$ cat src/rtl/tx_wqe_scheduler.sv
// Round-robin RDMA WQE scheduler: per-requester PSNs, one packet in flight, completion return.
// Defining TX_SCHED_WDOG_EN adds a WAIT_DONE watchdog of WDOG_CYCLES cycles (status 2'b10).
module tx_wqe_scheduler #(
  parameter int          NUM_REQ     = 4,
  parameter logic [23:0] PSN_INIT    = 24'h000000,
  parameter int          WDOG_CYCLES = 4096
) (
  input  logic                       aclk,
  input  logic                       aresetn,
  input  logic [NUM_REQ-1:0]         req_valid,
  output logic [NUM_REQ-1:0]         req_ready,
  input  logic [NUM_REQ*8-1:0]       req_opcode,
  input  logic [NUM_REQ*24-1:0]      req_dest_qp,
  input  logic [NUM_REQ*64-1:0]      req_remote_addr,
  input  logic [NUM_REQ*32-1:0]      req_length,
  output logic                       start_tx,
  output logic [7:0]                 rdma_opcode,
  output logic [23:0]                rdma_psn,
  output logic [23:0]                rdma_dest_qp,
  output logic [63:0]                rdma_remote_addr,
  output logic [31:0]                rdma_length,
  input  logic                       tx_busy,
  input  logic                       tx_done,
  output logic                       cpl_valid,
  input  logic                       cpl_ready,
  output logic [$clog2(NUM_REQ)-1:0] cpl_id,
  output logic [23:0]                cpl_psn,
  output logic [1:0]                 cpl_status
);

  localparam int IDW = $clog2(NUM_REQ);

  typedef enum logic [1:0] {IDLE, LAUNCH, WAIT_DONE, CPL} state_e;

  if (NUM_REQ < 2 || NUM_REQ > 8 || WDOG_CYCLES < 2) begin : g_bad_params
    $error("tx_wqe_scheduler: unsupported parameter values");
  end

  state_e         state_q, state_d;
  logic [IDW-1:0] ptr_q, grant_q, grantIdx, candIdx;
  logic           grantFound, grantFire, lenZero, doneFire, wdogFire, cplAccept;
  logic [23:0]    psn_q [NUM_REQ];
  logic [7:0]     opcode_q;
  logic [23:0]    rdmaPsn_q, destQp_q;
  logic [63:0]    remoteAddr_q;
  logic [31:0]    length_q;
  logic           startTx_q, cplValid_q;
  logic [1:0]     cplStatus_q;

  // Scan upward from ptr+1 so the last-served requester has lowest priority.
  always_comb begin
    grantFound = 1'b0;
    grantIdx   = '0;
    candIdx    = '0;
    for (int k = 1; k <= NUM_REQ; k++) begin
      candIdx = IDW'((int'(ptr_q) + k) % NUM_REQ);
      if (!grantFound && req_valid[candIdx]) begin
        grantFound = 1'b1;
        grantIdx   = candIdx;
      end
    end
  end

  assign lenZero = (req_length[grantIdx*32 +: 32] == 32'd0);

`ifdef TX_SCHED_WDOG_EN
  localparam int WDW = $clog2(WDOG_CYCLES + 1);
  logic [WDW-1:0] wdog_q;

  always_ff @(posedge aclk) begin
    if (!aresetn || state_q != WAIT_DONE) wdog_q <= '0;
    else                                  wdog_q <= wdog_q + 1'b1;
  end
`endif

  always_comb begin
    state_d   = state_q;
    req_ready = '0;
    grantFire = 1'b0;
    doneFire  = 1'b0;
    wdogFire  = 1'b0;
    cplAccept = 1'b0;
    case (state_q)
      IDLE: begin
        if (aresetn && grantFound && !tx_busy) begin
          grantFire           = 1'b1;
          req_ready[grantIdx] = 1'b1;
          state_d             = lenZero ? CPL : LAUNCH;
        end
      end
      LAUNCH: state_d = WAIT_DONE;
      WAIT_DONE: begin
        if (tx_done) begin
          doneFire = 1'b1;
          state_d  = CPL;
        end
`ifdef TX_SCHED_WDOG_EN
        else if (wdog_q == WDW'(WDOG_CYCLES - 1)) begin
          wdogFire = 1'b1;
          state_d  = CPL;
        end
`endif
      end
      CPL: begin
        if (cplValid_q && cpl_ready) begin
          cplAccept = 1'b1;
          state_d   = IDLE;
        end
      end
      default: state_d = IDLE;
    endcase
  end

  always_ff @(posedge aclk) begin
    if (!aresetn) state_q <= IDLE;
    else          state_q <= state_d;
  end

  always_ff @(posedge aclk) begin
    if (!aresetn) begin
      ptr_q        <= IDW'(NUM_REQ - 1);
      grant_q      <= '0;
      opcode_q     <= '0;
      rdmaPsn_q    <= '0;
      destQp_q     <= '0;
      remoteAddr_q <= '0;
      length_q     <= '0;
      startTx_q    <= 1'b0;
      cplValid_q   <= 1'b0;
      cplStatus_q  <= 2'b00;
      for (int i = 0; i < NUM_REQ; i++) psn_q[i] <= PSN_INIT;
    end else begin
      startTx_q <= grantFire && !lenZero;
      if (grantFire) begin
        grant_q      <= grantIdx;
        opcode_q     <= req_opcode[grantIdx*8 +: 8];
        destQp_q     <= req_dest_qp[grantIdx*24 +: 24];
        remoteAddr_q <= req_remote_addr[grantIdx*64 +: 64];
        length_q     <= req_length[grantIdx*32 +: 32];
        rdmaPsn_q    <= psn_q[grantIdx];
      end
      if (doneFire) psn_q[grant_q] <= psn_q[grant_q] + 24'd1;
      // Only a successful transmit advances the PSN; rejects and timeouts leave it alone.
      if (grantFire && lenZero) begin
        cplValid_q  <= 1'b1;
        cplStatus_q <= 2'b01;
      end else if (doneFire) begin
        cplValid_q  <= 1'b1;
        cplStatus_q <= 2'b00;
      end else if (wdogFire) begin
        cplValid_q  <= 1'b1;
        cplStatus_q <= 2'b10;
      end else if (cplAccept) begin
        cplValid_q  <= 1'b0;
        ptr_q       <= grant_q;
      end
    end
  end

  assign start_tx         = startTx_q;
  assign rdma_opcode      = opcode_q;
  assign rdma_psn         = rdmaPsn_q;
  assign rdma_dest_qp     = destQp_q;
  assign rdma_remote_addr = remoteAddr_q;
  assign rdma_length      = length_q;
  assign cpl_valid        = cplValid_q;
  assign cpl_id           = grant_q;
  assign cpl_psn          = rdmaPsn_q;
  assign cpl_status       = cplStatus_q;

endmodule

$ cat config.mk
export PLATFORM = sky130hd
export DESIGN_NAME = tx_wqe_scheduler
export DESIGN_NICKNAME = d
export VERILOG_FILES = /design/src/rtl/tx_wqe_scheduler.sv
export SDC_FILE = /design/constraint.sdc
export NUM_CORES = 1
export LEC_CHECK = 0
export CAP_MARGIN = 10
export CELL_PAD_IN_SITES_DETAIL_PLACEMENT = 1
export CELL_PAD_IN_SITES_GLOBAL_PLACEMENT = 1
export CORE_AREA = 2 2 278 280
export CTS_BUF_LIST = sky130_fd_sc_hd__clkbuf_2 sky130_fd_sc_hd__clkbuf_4 sky130_fd_sc_hd__clkbuf_8
export DETAILED_ROUTE_END_ITERATION = 8
export DIE_AREA = 0 0 280 282
export GPL_TIMING_DRIVEN = 0
export HOLD_SLACK_MARGIN = 0.15
export PLACE_DENSITY = 0.58
export SLEW_MARGIN = 0
export SYNTH_ARGS = -nofsm -noshare
export SYNTH_HDL_FRONTEND = slang
export SYNTH_SLANG_ARGS = --single-unit
export TNS_END_PERCENT = 5
$ cat constraint.sdc
create_clock -name aclk -period 4.28 [get_ports aclk]
set_clock_uncertainty 0.05 [all_clocks]
set_input_delay 0.428 -clock aclk [delete_from_list [all_inputs] [get_ports aclk]]
set_output_delay 0.428 -clock aclk [all_outputs]
set_load 0.05 [all_outputs]
=== Word-level counts from Yosys, hierarchy flattened ===
Memories as Yosys holds them, arrays and structs flattened. A register that Yosys moved wholly into a read port is not among the register bits.
Index checks and enable logic that the tools add are counted.

* $add $sub $neg: 5
* Multiply operators: 1
* Magnitude comparators: 6
* Eq/ne operators: 6
* Shift operators: 4
* Mux-type cells: 45
* Bitwise operators: 2
* Reductions and logical operators: 22

{| class="wikitable"
|+ Operator list
! kind !! number
|-
| $shiftx 256x9->64 || 1
|-
| $shiftx 128x8->32 || 1
|-
| $shiftx 96x8->24 || 1
|-
| $logic_not 32->1 || 1
|-
| $shiftx 32x6->8 || 1
|-
| $mux 1 || 25
|-
| $add 24x1->24 const B || 1
|-
| $mux 24 || 1
|-
| $reduce_or 24->1 || 1
|-
| $mux 2 || 11
|-
| $lt 2x3->1 const B || 5
|-
| $logic_and 1x1->1 || 9
|-
| $bmux 1 s2 || 4
|-
| $mux 4 || 2
|-
| $pmux 2 s4 || 1
|-
| $logic_not 1->1 || 6
|-
| $ne 2x2->1 const B || 3
|-
| $reduce_and 3->1 || 2
|-
| $add 2x1->2 const B || 2
|-
| $add 2x2->2 const B || 2
|-
| $eq 2x2->1 const B || 2
|-
| $mul 2x2->4 const B || 1
|-
| $reduce_bool 3->1 || 1
|-
| $demux 1 s2 || 1
|-
| other kinds (5) || 6
|}

* Flip-flop bits (word level): 137
* RAM bits: 96
* Bits of input ports: 521
* Memories kept: 1

{| class="wikitable"
|+ Memory list
! name !! words !! bits a word !! read ports !! clocked after Yosys merged registers in !! wr ports !! RTL line !! text
|-
| psn_q || 4 || 24 || 2 || 2 || 4 || 42 || <nowiki>logic [23:0] psn_q [NUM_REQ];</nowiki>
|}

=== Depth between registers and ports, before layout ===
* Depth after elaboration: 20
* Mapped depth: 11

=== Worst setup path after synthesis ===
No wires, ideal clock.

* Path type: input-to-output
* Start point: input port req_valid[1]
* End point: output port req_ready[1]
* Data arrival time: 2.868 ns
* Required time: 3.802 ns
* Slack: 0.934 ns
* Cell stages on the path: 8
* Cell sequence: or3b_1 o221a_2 buf_6 buf_4 buf_2 buf_1 clkbuf_1 nor3_1

* Word-level cells in the longest chain between the ends: 18

{| class="wikitable"
|+ Ends and longest elaborated chain
! item !! RTL line !! text
|-
| start: declaration || 10 || <nowiki>input logic [NUM_REQ-1:0] req_valid,</nowiki>
|-
| $bmux 1 s2 || 57 || <nowiki>if (!grantFound && req_valid[candIdx]) begin</nowiki>
|-
| $mux 1 (not written as such) || 57 ||
|-
| $mux 1 || 57 ||
|-
| $logic_not 1->1 || 57 ||
|-
| $logic_and 1x1->1 || 57 ||
|-
| $mux 1 || 57 ||
|-
| $logic_not 1->1 || 57 ||
|-
| $logic_and 1x1->1 || 57 ||
|-
| [2 not listed] || -- ||
|-
| $logic_and 1x1->1 || 57 ||
|-
| $mux 2 || 57 ||
|-
| $lt 2x3->1 (not written as such) or $ge 2x1->1 (tied branches) || 87 || <nowiki>req_ready[grantIdx] = 1'b1;</nowiki>
|-
| $logic_and 1x1->1 (not written as such) || 87 ||
|-
| $mux 1 (not written as such) || 87 ||
|-
| $demux 1 s2 || 87 ||
|-
| $mux 4 (*) || 85 || <nowiki>if (aresetn && grantFound && !tx_busy) begin</nowiki>
|-
| $mux 4 (*) || 83 || <nowiki>case (state_q)</nowiki>
|-
| end: declaration || 11 || <nowiki>output logic [NUM_REQ-1:0] req_ready,</nowiki>
|}

Mark *: on every way between the ends. The rest lies on a longest branch, timed or not. The select of a mux whose other input is x is not followed.

=== Worst setup path in the final report ===
* Start point: input port req_valid[3]
* End point: output port req_ready[0]

Same word-level chain as after synthesis.

==> metrics.md <==
| Metric | Value |
|---|---|
| Post-synth cell types | around 50 |
| Die W | between 200 and 300 µm |
| Via density | just under 5 |
| Maximum buffer depth of the clock tree | 3 |
| Initial DRC Count | 998 |
| Largest net degree at the start of global routing | 20 |
| Syn nets | ~2300 |
| Clk slew on worst S/H paths | 0.07 ns |
| Max Fanout on Critical Path | 19 |
| Gr ovfl total | 0 |
| Post-DP HPWL | roughly 80000 µm |
| Clock Latency Late Sink | around 0.66 ns |
| Critical Path, Cell by Cell | clkdlybuf4s50_1 > nor2b_1 > o21ai_0 > o311a_1 > buf_2 > clkbuf_1 > clkbuf_8 > and3_1 > dlygate4sd2_1 |
| Syn-to-layout area delta | 64.70% |
| DRT met1 WL | roughly 40000 µm |
| CTS tree | done |
| R2r startpoint | ptr_q[0]$_SDFFE_PN1P_ |
| Hold Worst Slack | 0.2342 ns |
| Hold_sp | aresetn |
| Hold Vio Cnt, Final | 0 |
| FFs w/ async S/R, synth | 0 |
| Number of antenna violations at the first check in global routing | 23 |
| Synth Area in Compound Gates | 0.2193 |
| Critical path launch point | req_valid[3] |
| Vias | about 18000 |
| Core footprint | around 0.076 mm² |
| Largest family of logic cells by synthesized area | simple AND/OR/NAND/NOR gates |
| Vias in the first global route | between 15000 and 20000 |
| Setup Viol. Count Final | 0 |
| Initial Util | 0.1980 |
| Synthesized instance count | approximately 1800 |
| Synth Area per Inst | about 8.3 µm² |
| Critical Path AT | between 3 and 4 ns |
| Worst Hold Class | in -> reg |
| Crit. End Element | output port |
| CP required | roughly 3.8 ns |
| Mapped Area | 0.01499 mm² |
| Fill cells | roughly 9000 |
| Synth area leaders | dfxtp_1, edfxtp_1, a311oi_1 |
| Status | finished clean |
| Max-slew violations | 0 |
| Crit path largest cell delay | between 0.6 and 0.7 ns |
| Ys flop type | dfxtp_1 |
| Post-synthesis mux area share | 0.05352 |
| Max_cap viols | 0 |
| Post-synthesis xor/xnor area fraction | 0.01286 |
| GRT Overall Usage | 0.2362 |
| Total Routed Length | just under 100000 µm |
| Setup crit start kind | primary input |
| Die area | 0.07896 mm² |
| Seq/Total Area, Yosys | 0.4101 |
| Most common cell in the netlist | nand2_1 |
| DRT antenna net count | 0 |
| Power per cell area | ~370 mW/mm² |
| First-pass GRT wire length | 135800 µm |
| Drt wl/cell | between 20 and 30 µm |
| Share of cells above drive strength 1 | 0.06723 |
| Post-synth EDFFs | 96 |
| Synth area leader | dfxtp_1 |
| CTS H-Tree Depth | 2 |
| RSZ-0062 raised after global routing | true |
| I/O Buffers | just over 700 |
| DRT Pass-1 Iters | 5 |
| Minimum clock period | about 4.2 ns |
| Top post-synthesis cells by count | nand2_1, nor2_1, dfxtp_1 |
| Die height | 282 µm |
| Cell Rows | 101 |
| Sequential cell area | 0.006146 mm² |
| WL met3 | between 6000 and 7000 µm |
| Post-synthesis adder-cell area fraction | 0.004175 |
| # IOs | 707 |
| Yosys top cell area share | 0.2178 |
| Met2 routed WL | between 40000 and 50000 µm |
| FMAX | 236.4 MHz |
| Synth Area in Simple Gates | 0.2370 |
| FF+latch count, synth | between 200 and 300 |
| Dpl ws | -1.837 ns |
| Yosys Warn Count | 0 |
| Fin Setup TNS | 0 ns |
| Top Layer Used | met5 |
| Worst-margin pin slew | roughly 1.1 ns |
| Remaining DRCs | 0 |
| Slowest-stage cell, CP | clkdlybuf4s50_1 |
| Setup WS post-layout | about 0.05 ns |
| Leakage | approximately 8.5 nW |
| Worst reg-to-reg setup slack | around 0.50 ns |
| Max IR drop VDD | between 0.2 and 0.25 mV |
| CTS sink cnt | about 260 |
| Period Utilization, post-route | 0.9882 |
| Layout Nets | between 3000 and 4000 |
| Critical path class | in -> out |
| Multi-input combinational cell area | about 0.008 mm² |
| Gp weighted congestion | 0.9374 |
| Relative slew slack | 0.2354 |
| Root Buffer | clkbuf_8 |
| Total CTS buffers | 52 |
[per-layer routing]
layer	up-vias	GRT usage
met3	155	0.04574
li1	8063	-
met2	656	0.4217
met4	10	0.09077
met5	-	0
met1	8901	0.2783
[area by class of cell]
cell class              count  share of cell area
repair buffers            710              0.2916
well taps                 978             0.04958
clock inverters            16            0.007756
inverters                  19            0.002890
plain buffers             191             0.03544
diodes                     18            0.001825
multi-input cells        1341              0.3207
clock buffers              82             0.04116
flip-flops and latches    259              0.2490
[report_power, final]
group / internal [mW] / switching (mW) / leakage (nW)
Sequential: 2.78 / 0.142 / 2.32
Clock: 1.76 / 1.22 / 0.640
Combinational: 1.23 / 2.03 / 5.56
[sequential cells by signal (all words and copies together) (netlist names), 2 cells and up, named ones only]
| register | flops |
|---|---|
| psn_q | 96 |
| rdma_dest_qp | 24 |
| rdma_opcode | 8 |
| cpl_id | 2 |
| ptr_q | 2 |
| state_q | 2 |
| rdma_remote_addr | 64 |
| cpl_psn | 24 |
| rdma_length | 32 |
[worst max-delay path, delay by kind of cell]
| kind | cells | cell delay [ns] |
|---|---|---|
| AOI/OAI and AO/OA | 2 | 0.38 |
| buffers and inverters | 5 | 2.30 |
| and+or+nand+nor | 2 | 0.60 |
[per-stage QoR]
stage | util | total power [mW] | cell area (µm²) | instances
floorplan | - | 4.648 | 14990 | 1815
global placement | 0.3072 | 6.150 | 23260 | 3497
detailed placement | 0.3094 | 6.226 | 23420 | 3503
CTS | 0.3254 | 9.259 | 24630 | 3596
global route | 0.3259 | 9.568 | 24670 | 3610
finish | 0.3261 | 9.156 | 24680 | 3614
[cell usage in the layout, fill, tap and decap left out, types with 9 or more instances in the layout]
master / instances
a211oi_1: 146
a21oi_1: 157
a311oi_1: 143
and2_1: 146
buf_1: 17
buf_4: 30
clkbuf_1: 132
clkbuf_4: 19
clkbuf_8: 65
clkdlybuf4s50_1: 701
dfxtp_1: 163
diode_2: 18
edfxtp_1: 96
inv_1: 18
mux2i_1: 25
mux4_2: 24
nand2_1: 325
nor2_1: 252
nor3_1: 13
nor4_1: 18
xnor2_1: 13
xor2_1: 9
[cell families after synthesis]
kind of cell	count (synthesis)
DFF	259
other	1
and+or+nand+nor	798
adders and majority gates	5
buffers and inverters	215
muxes	50
xor gates and xnor gates	22
AOI/OAI and AO/OA	465
[path summary, 6_finish.rpt]
kind,end,cells after the start
worst min-delay path,ptr_q[1]$_SDFFE_PN1P_,2
worst max-delay path,req_ready[0],9
worst min register to register,rdma_length[1]$_SDFFE_PN0P_,2
worst max register to register,rdma_remote_addr[51]$_SDFFE_PN0P_,11
[repair_timing]
item,CTS,global route
pin swaps,0,0
hold buffers,0,0
setup endpoints to repair,127,32
buffers inserted,0,0
resized for setup,14,5
(Power assumes the default switching activity.)
